`config.mk`:
```
export PLATFORM = sky130hd
export DESIGN_NAME = hack_mmio
export DESIGN_NICKNAME = d
export VERILOG_FILES = /design/src/rtl/hack_mmio_pkg.sv /design/src/rtl/sync_fifo.sv /design/src/rtl/hack_mmio.sv
export SDC_FILE = /design/constraint.sdc
export NUM_CORES = 1
export LEC_CHECK = 0
export ABC_AREA = 1
export BUFFER_PORTS_ARGS = -buffer_cell sky130_fd_sc_hd__buf_4
export CORE_MARGIN = 3
export CORE_UTILIZATION = 50
export DETAILED_ROUTE_END_ITERATION = 7
export PLACE_DENSITY = 0.85
export SLEW_MARGIN = 10
export SYNTH_ARGS = -nofsm -noshare
export SYNTH_HDL_FRONTEND = slang
export SYNTH_SLANG_ARGS = --single-unit
```
`constraint.sdc`:
```
create_clock -name clk1 -period 2.6 [get_ports clk1]
set_input_delay 0.39 -clock clk1 [delete_from_list [all_inputs] [get_ports clk1]]
set_output_delay 0.39 -clock clk1 [all_outputs]
set_load 0.02 [all_outputs]
```
`src/rtl/hack_mmio_pkg.sv`:
```
// Shared types and address-map helpers for the HACK memory-mapped I/O controller.
// The region map is RAM at zero, then the screen window, then a single keyboard word.
package hack_mmio_pkg;

   typedef enum logic [1:0] {
      REG_RAM,
      REG_SCR,
      REG_KBD,
      REG_ILL
   } region_e;

   localparam int DEF_DW        = 16;
   localparam int DEF_AW        = 15;
   localparam int DEF_RAM_AW    = 14;
   localparam int DEF_SCR_AW    = 13;
   localparam int DEF_KBD_DEPTH = 8;

   function automatic int scr_base(input int ram_aw);
      return 1 << ram_aw;
   endfunction

   function automatic int kbd_addr(input int ram_aw, input int scr_aw);
      return (1 << ram_aw) + (1 << scr_aw);
   endfunction

endpackage

```
`src/rtl/sync_fifo.sv`:
```
// Single-clock FIFO with push, pop and flush, exposing the head word and occupancy.
// DEPTH must be a power of two (at least 2) so the pointers wrap on their own.
module sync_fifo #(
   parameter int DW    = 16,
   parameter int DEPTH = 8,
   localparam int PW   = $clog2(DEPTH),
   localparam int CW   = PW + 1
) (
   input  logic          clk,
   input  logic          rst,
   input  logic          push,
   input  logic [DW-1:0] din,
   input  logic          pop,
   input  logic          flush,
   output logic [DW-1:0] head,
   output logic [CW-1:0] count,
   output logic          full,
   output logic          empty
);

   logic [DW-1:0] mem_q [DEPTH];
   logic [PW-1:0] rd_ptr_q, rd_ptr_d;
   logic [PW-1:0] wr_ptr_q, wr_ptr_d;
   logic [CW-1:0] count_q, count_d;
   logic          do_push;
   logic          do_pop;

   // A pop frees a slot in the same cycle, so a push at full is accepted alongside it.
   always_comb begin
      do_pop   = pop && (count_q != '0) && !flush;
      do_push  = push && !flush && ((count_q != CW'(DEPTH)) || do_pop);
      rd_ptr_d = rd_ptr_q;
      wr_ptr_d = wr_ptr_q;
      count_d  = count_q;
      if (flush) begin
         rd_ptr_d = '0;
         wr_ptr_d = '0;
         count_d  = '0;
      end else begin
         if (do_pop)  rd_ptr_d = rd_ptr_q + PW'(1);
         if (do_push) wr_ptr_d = wr_ptr_q + PW'(1);
         case ({do_push, do_pop})
            2'b10:   count_d = count_q + CW'(1);
            2'b01:   count_d = count_q - CW'(1);
            default: count_d = count_q;
         endcase
      end
   end

   always_ff @(posedge clk) begin
      if (rst) begin
         rd_ptr_q <= '0;
         wr_ptr_q <= '0;
         count_q  <= '0;
      end else begin
         rd_ptr_q <= rd_ptr_d;
         wr_ptr_q <= wr_ptr_d;
         count_q  <= count_d;
      end
   end

   always_ff @(posedge clk) begin
      if (do_push) mem_q[wr_ptr_q] <= din;
   end

   assign head  = mem_q[rd_ptr_q];
   assign count = count_q;
   assign full  = (count_q == CW'(DEPTH));
   assign empty = (count_q == '0);

endmodule

```
`src/rtl/hack_mmio.sv`:
```
// HACK CPU data-port controller: address decode, RAM/screen strobes, registered read
// return with a valid pulse, a buffered keyboard FIFO and sticky error flags.
module hack_mmio
   import hack_mmio_pkg::*;
#(
   parameter int DW        = DEF_DW,
   parameter int AW        = DEF_AW,
   parameter int RAM_AW    = DEF_RAM_AW,
   parameter int SCR_AW    = DEF_SCR_AW,
   parameter int KBD_DEPTH = DEF_KBD_DEPTH,
   localparam int CW       = $clog2(KBD_DEPTH) + 1
) (
   input  logic              clk1,
   input  logic              rst,
   input  logic [AW-1:0]     addressM,
   input  logic [DW-1:0]     dataM,
   input  logic              writeM,
   input  logic              readM,
   output logic [DW-1:0]     Q,
   output logic              q_valid,
   output logic [RAM_AW-1:0] ram_addr,
   output logic [DW-1:0]     ram_d,
   output logic              ram_we,
   input  logic [DW-1:0]     ram_q,
   output logic [SCR_AW-1:0] scr_addr,
   output logic              scr_we,
   input  logic [DW-1:0]     scr_q,
   input  logic [DW-1:0]     kbd_code,
   input  logic              kbd_push,
   output logic [CW-1:0]     kbd_count,
   output logic              kbd_full,
   output logic              err_addr,
   output logic              kbd_ovf,
   input  logic              err_clr
);

   localparam logic [AW-1:0] SCR_BASE = AW'(scr_base(RAM_AW));
   localparam logic [AW-1:0] KBD_A    = AW'(kbd_addr(RAM_AW, SCR_AW));

   region_e       region;
   region_e       sel_q, sel_d;
   logic          q_valid_q, q_valid_d;
   logic [DW-1:0] q_hold_q, q_hold_d;
   logic [DW-1:0] kbd_data_q, kbd_data_d;
   logic          err_addr_q, err_addr_d;
   logic          kbd_ovf_q, kbd_ovf_d;
   logic [DW-1:0] rd_mux;
   logic          rd_req;
   logic          kbd_pop;
   logic          kbd_flush;
   logic          kbd_empty;
   logic [DW-1:0] kbd_head;

   always_comb begin
      if (addressM < SCR_BASE)   region = REG_RAM;
      else if (addressM < KBD_A) region = REG_SCR;
      else if (addressM == KBD_A) region = REG_KBD;
      else                        region = REG_ILL;
   end

   // A simultaneous write and read performs only the write.
   always_comb begin
      rd_req    = readM && !writeM;
      ram_we    = writeM && (region == REG_RAM);
      scr_we    = writeM && (region == REG_SCR);
      kbd_flush = writeM && (region == REG_KBD);
      kbd_pop   = rd_req && (region == REG_KBD) && !kbd_empty;
   end

   always_comb begin
      sel_d      = rd_req ? region : sel_q;
      q_valid_d  = rd_req;
      kbd_data_d = kbd_data_q;
      if (rd_req && (region == REG_KBD)) kbd_data_d = kbd_empty ? '0 : kbd_head;

      case (sel_q)
         REG_RAM: rd_mux = ram_q;
         REG_SCR: rd_mux = scr_q;
         REG_KBD: rd_mux = kbd_data_q;
         default: rd_mux = '0;
      endcase
      q_hold_d = q_valid_q ? rd_mux : q_hold_q;

      // A flag being set in the same cycle as err_clr stays set.
      err_addr_d = ((writeM || readM) && (region == REG_ILL)) || (err_addr_q && !err_clr);
      kbd_ovf_d  = (kbd_push && kbd_full && !kbd_pop && !kbd_flush) || (kbd_ovf_q && !err_clr);
   end

   always_ff @(posedge clk1) begin
      if (rst) begin
         sel_q      <= REG_ILL;
         q_valid_q  <= 1'b0;
         q_hold_q   <= '0;
         kbd_data_q <= '0;
         err_addr_q <= 1'b0;
         kbd_ovf_q  <= 1'b0;
      end else begin
         sel_q      <= sel_d;
         q_valid_q  <= q_valid_d;
         q_hold_q   <= q_hold_d;
         kbd_data_q <= kbd_data_d;
         err_addr_q <= err_addr_d;
         kbd_ovf_q  <= kbd_ovf_d;
      end
   end

   sync_fifo #(
      .DW    (DW),
      .DEPTH (KBD_DEPTH)
   ) u_kbd_fifo (
      .clk   (clk1),
      .rst   (rst),
      .push  (kbd_push),
      .din   (kbd_code),
      .pop   (kbd_pop),
      .flush (kbd_flush),
      .head  (kbd_head),
      .count (kbd_count),
      .full  (kbd_full),
      .empty (kbd_empty)
   );

   assign Q        = q_valid_q ? rd_mux : q_hold_q;
   assign q_valid  = q_valid_q;
   assign ram_addr = addressM[RAM_AW-1:0];
   assign ram_d    = dataM;
   assign scr_addr = addressM[SCR_AW-1:0];
   assign err_addr = err_addr_q;
   assign kbd_ovf  = kbd_ovf_q;

endmodule
```
==> reports/results.txt <==
From left edge to right edge, the die measures 130 um. In this run the critical register-to-register path is launched from u_kbd_fifo.count[1]. For this run, the register share of the synthesized area comes to 63.0%. The final routed wire length divided by cell count came out at 17.3 um. The total number of yosys warnings is 0. Routability-driven placement finished with a final weighted congestion of 0.796.

At the end of the flow, the number of nets in the layout was 939. The tightest min-delay check is of the in2reg type. The number of cell rows is 44. The top cell types in the final layout, fill and taps aside, are 204 x nand2_1, 135 x buf_4, 128 x edfxtp_1.

The clock-pin slew reported for the worst setup and hold paths after clock tree synthesis is 0.06 ns. The worst register-to-register path ends at u_kbd_fifo.count[3]. Type of the worst setup path: reg2reg.

Detailed placement HPWL: 12,000 um. The worst setup path is captured at a register. The via density per instance was 5.40; the number of gates given a new drive strength after cts was 0.

The diode insertion count for antenna repair is 0, and the final core utilization is 61.1%. CTS built an H-tree with a depth of 4. The peak clock frequency supported by timing is 455 MHz, and the share of post-route cells with drive strength above 1 is 20.8%. The average size of a mapped cell was 9.96 um2. TritonCTS built the clock tree. For this run, design rule violations remaining after detail routing come to 0. The arrival time of data at the critical path endpoint is 2.52 ns, and the number of sinks handled by clock tree synthesis is 178. For hold timing, the worst endpoint is u_kbd_fifo.mem_q[6][4]. The worst setup path is launched from a register. In the synthesized netlist the dominant register cell turns out to be edfxtp_1.

The number of clock buffers added by TritonCTS is 17. The insertion delay to the later sink of the worst-skew pair came out at 0.42 ns. The number of nets produced by synthesis was 862. After detailed placement, the design holds a cell count of 1,014. The worst hold path begins at kbd_code[4]. Once detail routing completed, the nets flagged for antenna violations numbered 0. The logs give 0 ns for the post-route setup TNS and 7690 um2 for the area of the mapped netlist.

The final layout contains routed wiring with a total length of 18,100 um. The max-slew headroom at the worst pin is 50.3%, and the minimum clock period is 2.20 ns. For the total count of max-transition violations in the final report, the log shows 0. Final hold analysis gives a worst-case slack of 0.218 ns. Entering global routing, the biggest net connects 65 pins. The tools report the die area as 16,900 um2. Yosys mapped the design onto 32 distinct sky130hd cell types. The placeable core area is 14,800 um2. The synthesized design contains 128 enable-type register cells.

VDD sags by at most 0.000471 V. Global routing usage summed across all routing layers: 21.2%. The analysis attributes to cell leakage a power of 0.00360 uW.

The worst register-to-register path has a depth of 15. The run finished with clean final reports. The number of placed I/O pins is 154. For the number of antenna violations at the first check in global routing, the log shows 0. The first routing iteration left 543 violations.

The proportion of synthesized flip-flops having asynchronous set or reset is 0%, and the first-pass iteration count of the detailed router is 5. In this run the clock root is driven by a clkbuf_16. At the pin with the least slew margin, the transition time is 0.745 ns. The total via count in the routed design is 5,642, and the maximum fanout along the worst path is 6.

Buffers placed on the I/O ports in this run total 121. Setup slack on the worst reg-to-reg path comes out at 0.40 ns. The max-cap check violation count was 0. Setup repair after global routing left no endpoint under its margin. For the number of hold buffers added after CTS, the log shows 0. The hold path depth works out to 1.

The number of cells in the finished layout apart from fillers was 1,045; the total overflow reported by the global router was 0. The number of storage elements in the synthesis netlist works out to 178. The run gives 0 as the number of hold violations in the final report. The tools report the standard cell area after detailed placement as 8480 um2. Buffers added to address setup during post-CTS repair amount to 0. Across the routed clock network, the largest skew measured is 0.00641 ns. Leaving out fill and tap cells, the most frequent cell in the layout is nand2_1. The logs give 1,177 for the final-layout fill cell count and 5,441 for the via count of the first global-routing pass. Setup violations remaining at the end of the flow were counted as 0. At the worst endpoint, the required time is 2.92 ns.

The number of buffers on the longest clock path was 2. The initial standard-cell utilization of the core is 51.9%, and the final design instance area without fill is 9050 um2. After layout, the worst path uses 84.5% of the clock period. The die height works out to 130 um.

Compared with the post-synthesis result, the final layout area differs by 17.7%. The first-pass GRT wire length is 27,400 um, and the power per cell area is 663 nW/um2. The tools report the number of standard cells after synthesis as 772.
-- layer usage --
layer / track usage (%) / wire [um]
met5: 0 / 0
met4: 7.09 / 387
met3: 4.83 / 1470
met2: 36.1 / 8860
met1: 26.9 / 7350
-- cells in the mapped netlist, types with 2 or more instances --
library cell	count	area, um2
a21oi_1	44	220
buf_1	3	11.3
buf_2	9	45.0
buf_4	48	360
clkbuf_1	18	67.6
dfxtp_1	50	1000
edfxtp_1	128	3840
ha_1	4	50.1
inv_1	25	93.8
inv_2	3	11.3
nand2_1	204	766
nand2_2	4	25.0
nand3_1	21	105
nor2_1	124	465
nor2_4	2	22.5
nor3_1	3	15.0
o21ai_0	36	180
o32ai_1	32	280
-- metrics by stage --
stage / setup WS, ns / total power (uW)
floorplan: 0.225 / 3420
global placement: 0.234 / 3560
detailed placement: 0.151 / 3580
CTS: 0.412 / 6040
global route: 0.282 / 6180
finish: 0.402 / 6010
-- logic make-up after synthesis --
logic type	synth area share, %
and+or+nand+nor	18.9
DFF	63.0
AOI/OAI and AO/OA	9.26
buffers and inverters	7.87
adders and majority gates	0.911
xor gates and xnor gates	0.114
-- critical path, cell delays in order (launching register included) --
cell,delay [ns]
dfxtp_1,0.42
nor2_1,0.08
nand2_1,0.10
nand4_2,0.20
inv_2,0.11
nand2_1,0.12
inv_1,0.11
ha_1,0.27
nand2_1,0.07
nor2_1,0.04
a211oi_1,0.24
nand2_1,0.08
nand2_1,0.09
nand3_1,0.07
nand2_1,0.07
nor2_1,0.04
-- sequential cells by signal (all words and copies together), names as in the netlist, named ones only --
signal,count
u_kbd_fifo.count,4
sel_q,2
kbd_data_q,16
err_addr,1
q_hold_q,16
q_valid,1
kbd_ovf,1
u_kbd_fifo.rd_ptr_q,3
u_kbd_fifo.mem_q,128
u_kbd_fifo.wr_ptr_q,3
-- layout make-up --
cell class	count	area [um2]	area share, %
tap	184	230	2.54
clock inverter	13	144	1.59
inverter	29	110	1.22
multi-input combinational	486	2240	24.8
sequential	178	4840	53.5
clock buffer	18	429	4.74
timing repair buffer	137	1050	11.6
-- power breakdown --
group,total (uW),leakage (uW),internal [uW],switching (uW)
combinational,401,0.00177,162,239
clock,2490,0.000272,1490,1000
sequential,3120,0.00157,3100,21.5
total,6010,0.00360,4740,1260
-- how the worst max path moves through the flow --
stage	start	to	cells after the start	slack (ns)
global placement	addressM[11]	u_kbd_fifo.count[3]	17	0.23
CTS	sel_q[0]	Q[5]	7	0.41
global route	sel_q[0]	Q[5]	7	0.28
floorplan	addressM[11]	u_kbd_fifo.mem_q[0][0]	10	0.23
finish	u_kbd_fifo.count[1]	u_kbd_fifo.count[3]	15	0.40
detailed placement	addressM[11]	u_kbd_fifo.count[3]	17	0.15
No activity file was read; power rests on OpenSTA's default activity.
